==> config.mk <==
export PLATFORM = sky130hd
export DESIGN_NAME = z80_mem_responder
export DESIGN_NICKNAME = d
export VERILOG_FILES = /design/src/rtl/z80_mem_responder.sv
export SDC_FILE = /design/constraint.sdc
export NUM_CORES = 1
export LEC_CHECK = 0
export ABC_AREA = 1
export BUFFER_PORTS_ARGS = -buffer_cell sky130_fd_sc_hd__buf_2
export CAP_MARGIN = 20
export CORE_AREA = 2 2 66 68
export CTS_BUF_LIST = sky130_fd_sc_hd__clkbuf_4 sky130_fd_sc_hd__clkbuf_8 sky130_fd_sc_hd__clkbuf_16
export CTS_CLUSTER_DIAMETER = 100
export CTS_CLUSTER_SIZE = 20
export DETAILED_ROUTE_END_ITERATION = 10
export DIE_AREA = 0 0 68 70
export PLACE_DENSITY = 0.77
export RECOVER_POWER = 50
export REMOVE_ABC_BUFFERS = 1
export SLEW_MARGIN = 10
export SYNTH_ARGS = -nofsm -noshare
export SYNTH_HDL_FRONTEND = slang
export SYNTH_SLANG_ARGS = --single-unit
==> constraint.sdc <==
create_clock -name clk -period 1.35 [get_ports clk]
set_input_delay 0.405 -clock clk [delete_from_list [all_inputs] [get_ports clk]]
set_output_delay 0.405 -clock clk [all_outputs]
set_load 0.05 [all_outputs]
==> src/rtl/z80_mem_responder.sv <==
// z80_mem_responder
//   Memory-side responder for the z80 bus. Decodes memory read/write cycles
//   that fall inside a 2**ADDR_BITS byte window at BASE_ADDR, stretches them
//   with WAIT_L for WAIT_STATES cycles, then services them from a synchronous
//   single-port SRAM with one cycle of read latency.
//
// Ports
//   clk, rst_L                  clock, asynchronous active-low reset
//   addr_bus, data_in           CPU address and write data
//   MREQ_L, IORQ_L, RD_L, WR_L,
//   RFSH_L                      z80 control strobes (active-low)
//   data_out, data_oe           read data and its bus drive enable
//   WAIT_L                      wait request to CPU (active-low)
//   bus_err                     1-cycle pulse on RD_L and WR_L both low
//   mem_addr, mem_wdata,
//   mem_we, mem_re, mem_rdata   SRAM interface
module z80_mem_responder #(
    parameter logic [15:0] BASE_ADDR   = 16'h0000,
    parameter int unsigned ADDR_BITS   = 14,
    parameter int unsigned WAIT_STATES = 1
) (
    input  logic                 clk,
    input  logic                 rst_L,
    input  logic [15:0]          addr_bus,
    input  logic [7:0]           data_in,
    input  logic                 MREQ_L,
    input  logic                 IORQ_L,
    input  logic                 RD_L,
    input  logic                 WR_L,
    input  logic                 RFSH_L,
    output logic [7:0]           data_out,
    output logic                 data_oe,
    output logic                 WAIT_L,
    output logic                 bus_err,
    output logic [ADDR_BITS-1:0] mem_addr,
    output logic [7:0]           mem_wdata,
    output logic                 mem_we,
    output logic                 mem_re,
    input  logic [7:0]           mem_rdata
);

    typedef enum logic [2:0] {
        StIdle,
        StWaits,
        StAcc,
        StRdat,
        StDrive,
        StDone
    } state_e;

    // Counter value on the last wait cycle.
    localparam int unsigned WaitLastInt = (WAIT_STATES > 0) ? (WAIT_STATES - 1) : 0;
    localparam logic [3:0]  WaitLast    = WaitLastInt[3:0];

    state_e                 state_q, state_d;
    logic [3:0]             wait_cnt_q, wait_cnt_d;
    logic                   is_write_q, is_write_d;
    logic [ADDR_BITS-1:0]   mem_addr_q, mem_addr_d;
    logic [7:0]             mem_wdata_q, mem_wdata_d;
    logic [7:0]             data_out_q, data_out_d;
    logic                   data_oe_q, data_oe_d;
    logic                   wait_l_q, wait_l_d;
    logic                   bus_err_q, bus_err_d;
    logic                   mem_we_q, mem_we_d;
    logic                   mem_re_q, mem_re_d;
    logic                   illegal_q, illegal_d;

    logic hit;
    logic mem_cycle;
    logic req;

    assign hit       = (addr_bus >> ADDR_BITS) == (BASE_ADDR >> ADDR_BITS);
    assign mem_cycle = !MREQ_L && IORQ_L && RFSH_L && hit;
    assign req       = mem_cycle && (RD_L ^ WR_L);
    assign illegal_d = mem_cycle && !RD_L && !WR_L;

    always_comb begin
        state_d     = state_q;
        wait_cnt_d  = wait_cnt_q;
        is_write_d  = is_write_q;
        mem_addr_d  = mem_addr_q;
        mem_wdata_d = mem_wdata_q;
        data_out_d  = data_out_q;
        bus_err_d   = 1'b0;

        unique case (state_q)
            StIdle: begin
                if (req) begin
                    mem_addr_d  = addr_bus[ADDR_BITS-1:0];
                    mem_wdata_d = data_in;
                    is_write_d  = !WR_L;
                    wait_cnt_d  = 4'd0;
                    state_d     = (WAIT_STATES > 0) ? StWaits : StAcc;
                end else if (illegal_d && !illegal_q) begin
                    // Edge-detected so a held illegal combination gives one pulse.
                    bus_err_d = 1'b1;
                end
            end
            StWaits: begin
                if (MREQ_L) begin
                    state_d = StIdle;
                end else if (wait_cnt_q == WaitLast) begin
                    state_d = StAcc;
                end else begin
                    wait_cnt_d = wait_cnt_q + 4'd1;
                end
            end
            StAcc: begin
                state_d = is_write_q ? StDone : StRdat;
            end
            StRdat: begin
                if (MREQ_L) begin
                    // CPU gave up: drop the read data.
                    state_d = StIdle;
                end else begin
                    data_out_d = mem_rdata;
                    state_d    = StDrive;
                end
            end
            StDrive: begin
                if (MREQ_L || RD_L) begin
                    state_d = StIdle;
                end
            end
            StDone: begin
                if (MREQ_L) begin
                    state_d = StIdle;
                end
            end
            default: begin
                state_d = StIdle;
            end
        endcase

        // Outputs are registered copies of what the next state implies.
        mem_re_d  = (state_d == StAcc) && !is_write_d;
        mem_we_d  = (state_d == StAcc) && is_write_d;
        data_oe_d = (state_d == StDrive);
        wait_l_d  = !((state_d == StWaits) || (state_d == StAcc) || (state_d == StRdat));
    end

    always_ff @(posedge clk or negedge rst_L) begin
        if (!rst_L) begin
            state_q     <= StIdle;
            wait_cnt_q  <= 4'd0;
            is_write_q  <= 1'b0;
            mem_addr_q  <= '0;
            mem_wdata_q <= 8'h00;
            data_out_q  <= 8'h00;
            data_oe_q   <= 1'b0;
            wait_l_q    <= 1'b1;
            bus_err_q   <= 1'b0;
            mem_we_q    <= 1'b0;
            mem_re_q    <= 1'b0;
            illegal_q   <= 1'b0;
        end else begin
            state_q     <= state_d;
            wait_cnt_q  <= wait_cnt_d;
            is_write_q  <= is_write_d;
            mem_addr_q  <= mem_addr_d;
            mem_wdata_q <= mem_wdata_d;
            data_out_q  <= data_out_d;
            data_oe_q   <= data_oe_d;
            wait_l_q    <= wait_l_d;
            bus_err_q   <= bus_err_d;
            mem_we_q    <= mem_we_d;
            mem_re_q    <= mem_re_d;
            illegal_q   <= illegal_d;
        end
    end

    assign data_out  = data_out_q;
    assign data_oe   = data_oe_q;
    assign WAIT_L    = wait_l_q;
    assign bus_err   = bus_err_q;
    assign mem_addr  = mem_addr_q;
    assign mem_wdata = mem_wdata_q;
    assign mem_we    = mem_we_q;
    assign mem_re    = mem_re_q;

endmodule

==> flow_summary_export.csv <==
group,metric,value,unit
outcome,status,"finished, violations left",
outcome,violations,"setup timing",
worst_setup_path,slowest_delay,0.54,ns
logic_synthesis,syn_avg_cell_area,9.346,um2
worst_setup_path,endpoint_kind,"output port",
worst_setup_path,path_buf_inv,1,
timing,hold_slack,0.1673,ns
worst_setup_path,worstPathRequired,0.95,ns
power,powerDensity,2117,mW/mm2
timing,max_slew_margin,0.4783,
worst_setup_path,reg2reg_to,"mem_addr[0]",
timing,hold_viol,0,
logic_synthesis,synth_top_family_by_area,"simple AND/OR/NAND/NOR gates",
logic_synthesis,synthSimpleGateAreaFrac,0.2738,
die,num_io_pins,74,
grt,grt_pass1_vias,1532,
power,leakage,1.535,nW
final_layout,drive_gt1_frac,0.4384,
final_layout,area_delta_synth_final,40.36,%
logic_synthesis,synth_area,0.001869,mm2
logic_synthesis,synth_seq_area_share,0.5897,
clocking,root_buffer,"clkbuf_8",
die,rows,24,
clocking,path_clk_slew,0.08,ns
die,chipHeight,70,um
timing,setup_slack,-0.01749,ns
die,fp.dieW,68,um
clocking,ctsHoldBuffers,0,
logic_synthesis,muxShareOfSynthArea,0.04819,
clocking,cts_num_sinks,44,
detailed_routing,wl,4.094,mm
timing,min_period,1.367,ns
logic_synthesis,synthCells,200,
detailed_routing,wl_per_cell,11.90,um
detailed_routing,firstDrtPassIters,4,
worst_setup_path,cp_max_fo,1,
clocking,cts_tree,"done",
grt,overflow,0,
worst_setup_path,reg2reg_depth,7,
grt,met3_usage,0.03382,
worst_setup_path,rr_startpoint,"state_q[0]",
grt,top_usage_layer,"met2",
timing,setup_tns,-0.01749,ns
grt,antenna_found_initial,0,
final_layout,antenna_cells,0,
detailed_routing,drtIter0Drc,66,
grt,track_usage,0.1784,
timing,period_share,1.013,
logic_synthesis,synth_xor_area_frac,0.009371,
timing,finalSetupViolCount,1,
worst_hold_path,min_path_type,"in -> async",
detailed_routing,drcViolationCount,0,
timing,worst_pin_slew,0.7826,ns
placement,dpl_worst_slack,-0.003095,ns
worst_setup_path,endpoint,"WAIT_L",
die,die-area,0.004760,mm2
worst_setup_path,cp-start-kind,"register",
clocking,htreeDepth,2,
worst_setup_path,path_delay_family,"flip-flops",
clocking,ctsLongestPathBuffers,2,
grt,grt_max_degree,23,
power,peakVddDrop,0.001273,V
placement,gp_congestion,0.8077,
grt,grt_pass1_wl,6.527,mm
die,start_util,0.4511,
worst_setup_path,path_depth,1,
detailed_routing,viasPerCell,4.619,
logic_synthesis,yosysUniqueCellTypes,24,
grt,use_met1,0.2476,
worst_setup_path,critPathArrivalTime,0.96,ns
logic_synthesis,yosysWarnings,0,
placement,dp_hpwl,2.935,mm
worst_setup_path,r2r_setup_slack,0.04,ns
detailed_routing,via_count,1589,
detailed_routing,ant_nets,0,
logic_synthesis,synthAdderAreaFrac,0.01339,
timing,drv_slew,0,
placement,numPortBuffers,73,
clocking,clk_latency,0.29,ns
timing,fin_skew,0.003751,ns
worst_setup_path,cp_slowest_cell,"dfstp_2",
worst_setup_path,worstSetupPathType,"reg -> out",
worst_setup_path,startpoint,"WAIT_L",
clocking,cts_buffers,5,
run,maxCapViolCount,0,
final_layout,fin_nets,332,
worst_setup_path,cp_cell_sequence,"buf_8",
final_layout,fin_util,0.6332,
die,core,0.004144,mm2
logic_synthesis,synth_compound_area_frac,0.01071,
timing,rsz0062_at_grt,"true",
timing,clock.fmax,0.7313,GHz
logic_synthesis,ys_ff_latch,44,
grt,grt_util_met2,0.2783,
-- how the worst min path moves through the flow --
stage / end / slack [ns] / cells after the start
5_1_grt: data_out[3] / 0.23 / 1
2_1_floorplan: bus_err / 0.11 / 0
6_report: data_out[3] / 0.17 / 1
3_3_place_gp: mem_wdata[2] / 0.33 / 1
4_1_cts: data_out[5] / 0.02 / 1
3_5_place_dp: mem_wdata[2] / 0.34 / 1
-- cells in the final DEF (no fill, tap or decap), types with 6 or more instances in the layout --
cell,instances
buf_2,58
buf_4,9
clkbuf_4,15
clkbuf_8,6
dfrtp_1,43
inv_1,13
mux2_2,8
nand2_1,82
nand2_2,7
nand3_1,7
nor2_1,8
-- state kept, by name, indices dropped and copies added (netlist names) --
register	count
mem_addr	14
mem_we	1
mem_re	1
wait_cnt_q	4
data_oe	1
mem_wdata	8
WAIT_L	1
is_write_q	1
state_q	3
illegal_q	1
bus_err	1
data_out	8
-- report_power, final --
group | switching, mW | internal (mW)
Sequential | 0.247 | 1.73
Combinational | 1.94 | 0.771
Clock | 0.412 | 0.458
Total | 2.60 | 2.96
-- final cells by class --
cell class	count	area (um2)
sequential	44	1102
fill	366	1520
timing repair buffer	88	551.8
inverter	18	80.08
clock buffer	8	97.59
multi-input combinational	134	726.9
tap	52	65.06
-- cells by family after synthesis --
group | Yosys count
AO/OA/AOI/OAI | 4
XOR/XNOR | 2
adder cells (fa/ha/maj) | 2
buffers and inverters | 22
flip-flops | 44
multiplexers | 8
AND/OR/NAND/NOR | 118
-- per-layer routing --
| metal | wire length, um | vias to the layer above |
|---|---|---|
| li1 | - | 799 |
| met1 | 1683 | 723 |
| met2 | 2090 | 60 |
| met3 | 275 | 7 |
| met4 | 44 | 0 |
| met5 | 0 | - |
-- cells in the mapped netlist --
| master | count | area (um2) |
|---|---|---|
| dfstp_2 | 1 | 26.28 |
| ha_1 | 2 | 25.02 |
| a21oi_1 | 2 | 10.01 |
| nor2_2 | 2 | 12.51 |
| nand2_2 | 3 | 18.77 |
| nor2_4 | 2 | 22.52 |
| nand3_1 | 9 | 45.04 |
| buf_6 | 2 | 22.52 |
| mux2_2 | 8 | 90.09 |
| buf_2 | 2 | 10.01 |
| nor3_1 | 1 | 5.000 |
| o21ai_0 | 1 | 5.000 |
| nand2_1 | 87 | 326.6 |
| nor2_1 | 9 | 33.78 |
| nand2_4 | 1 | 11.26 |
| inv_2 | 3 | 11.26 |
| nand3_2 | 2 | 20.02 |
| o21ai_1 | 1 | 5.000 |
| nor3_2 | 1 | 10.01 |
| xor2_1 | 2 | 17.52 |
| inv_1 | 14 | 52.55 |
| dfrtp_1 | 43 | 1076 |
| inv_4 | 1 | 6.260 |
| nor4_1 | 1 | 6.260 |
-- stage by stage --
stage	total power [mW]	cells	cell area [um2]
floorplan	3.828	196	1837
global placement	4.435	333	2382
detailed placement	4.484	333	2382
CTS	5.375	341	2490
global route	5.873	344	2624
finish	5.555	344	2624
-- repair_timing --
action | CTS | global route
pin swaps | 0 | 5
buffers inserted | 0 | 1
resized for setup | 3 | 32
cloned | 0 | 2
endpoints found under the setup margin | 1 | 49
No activity file was read; power rests on OpenSTA's default activity.
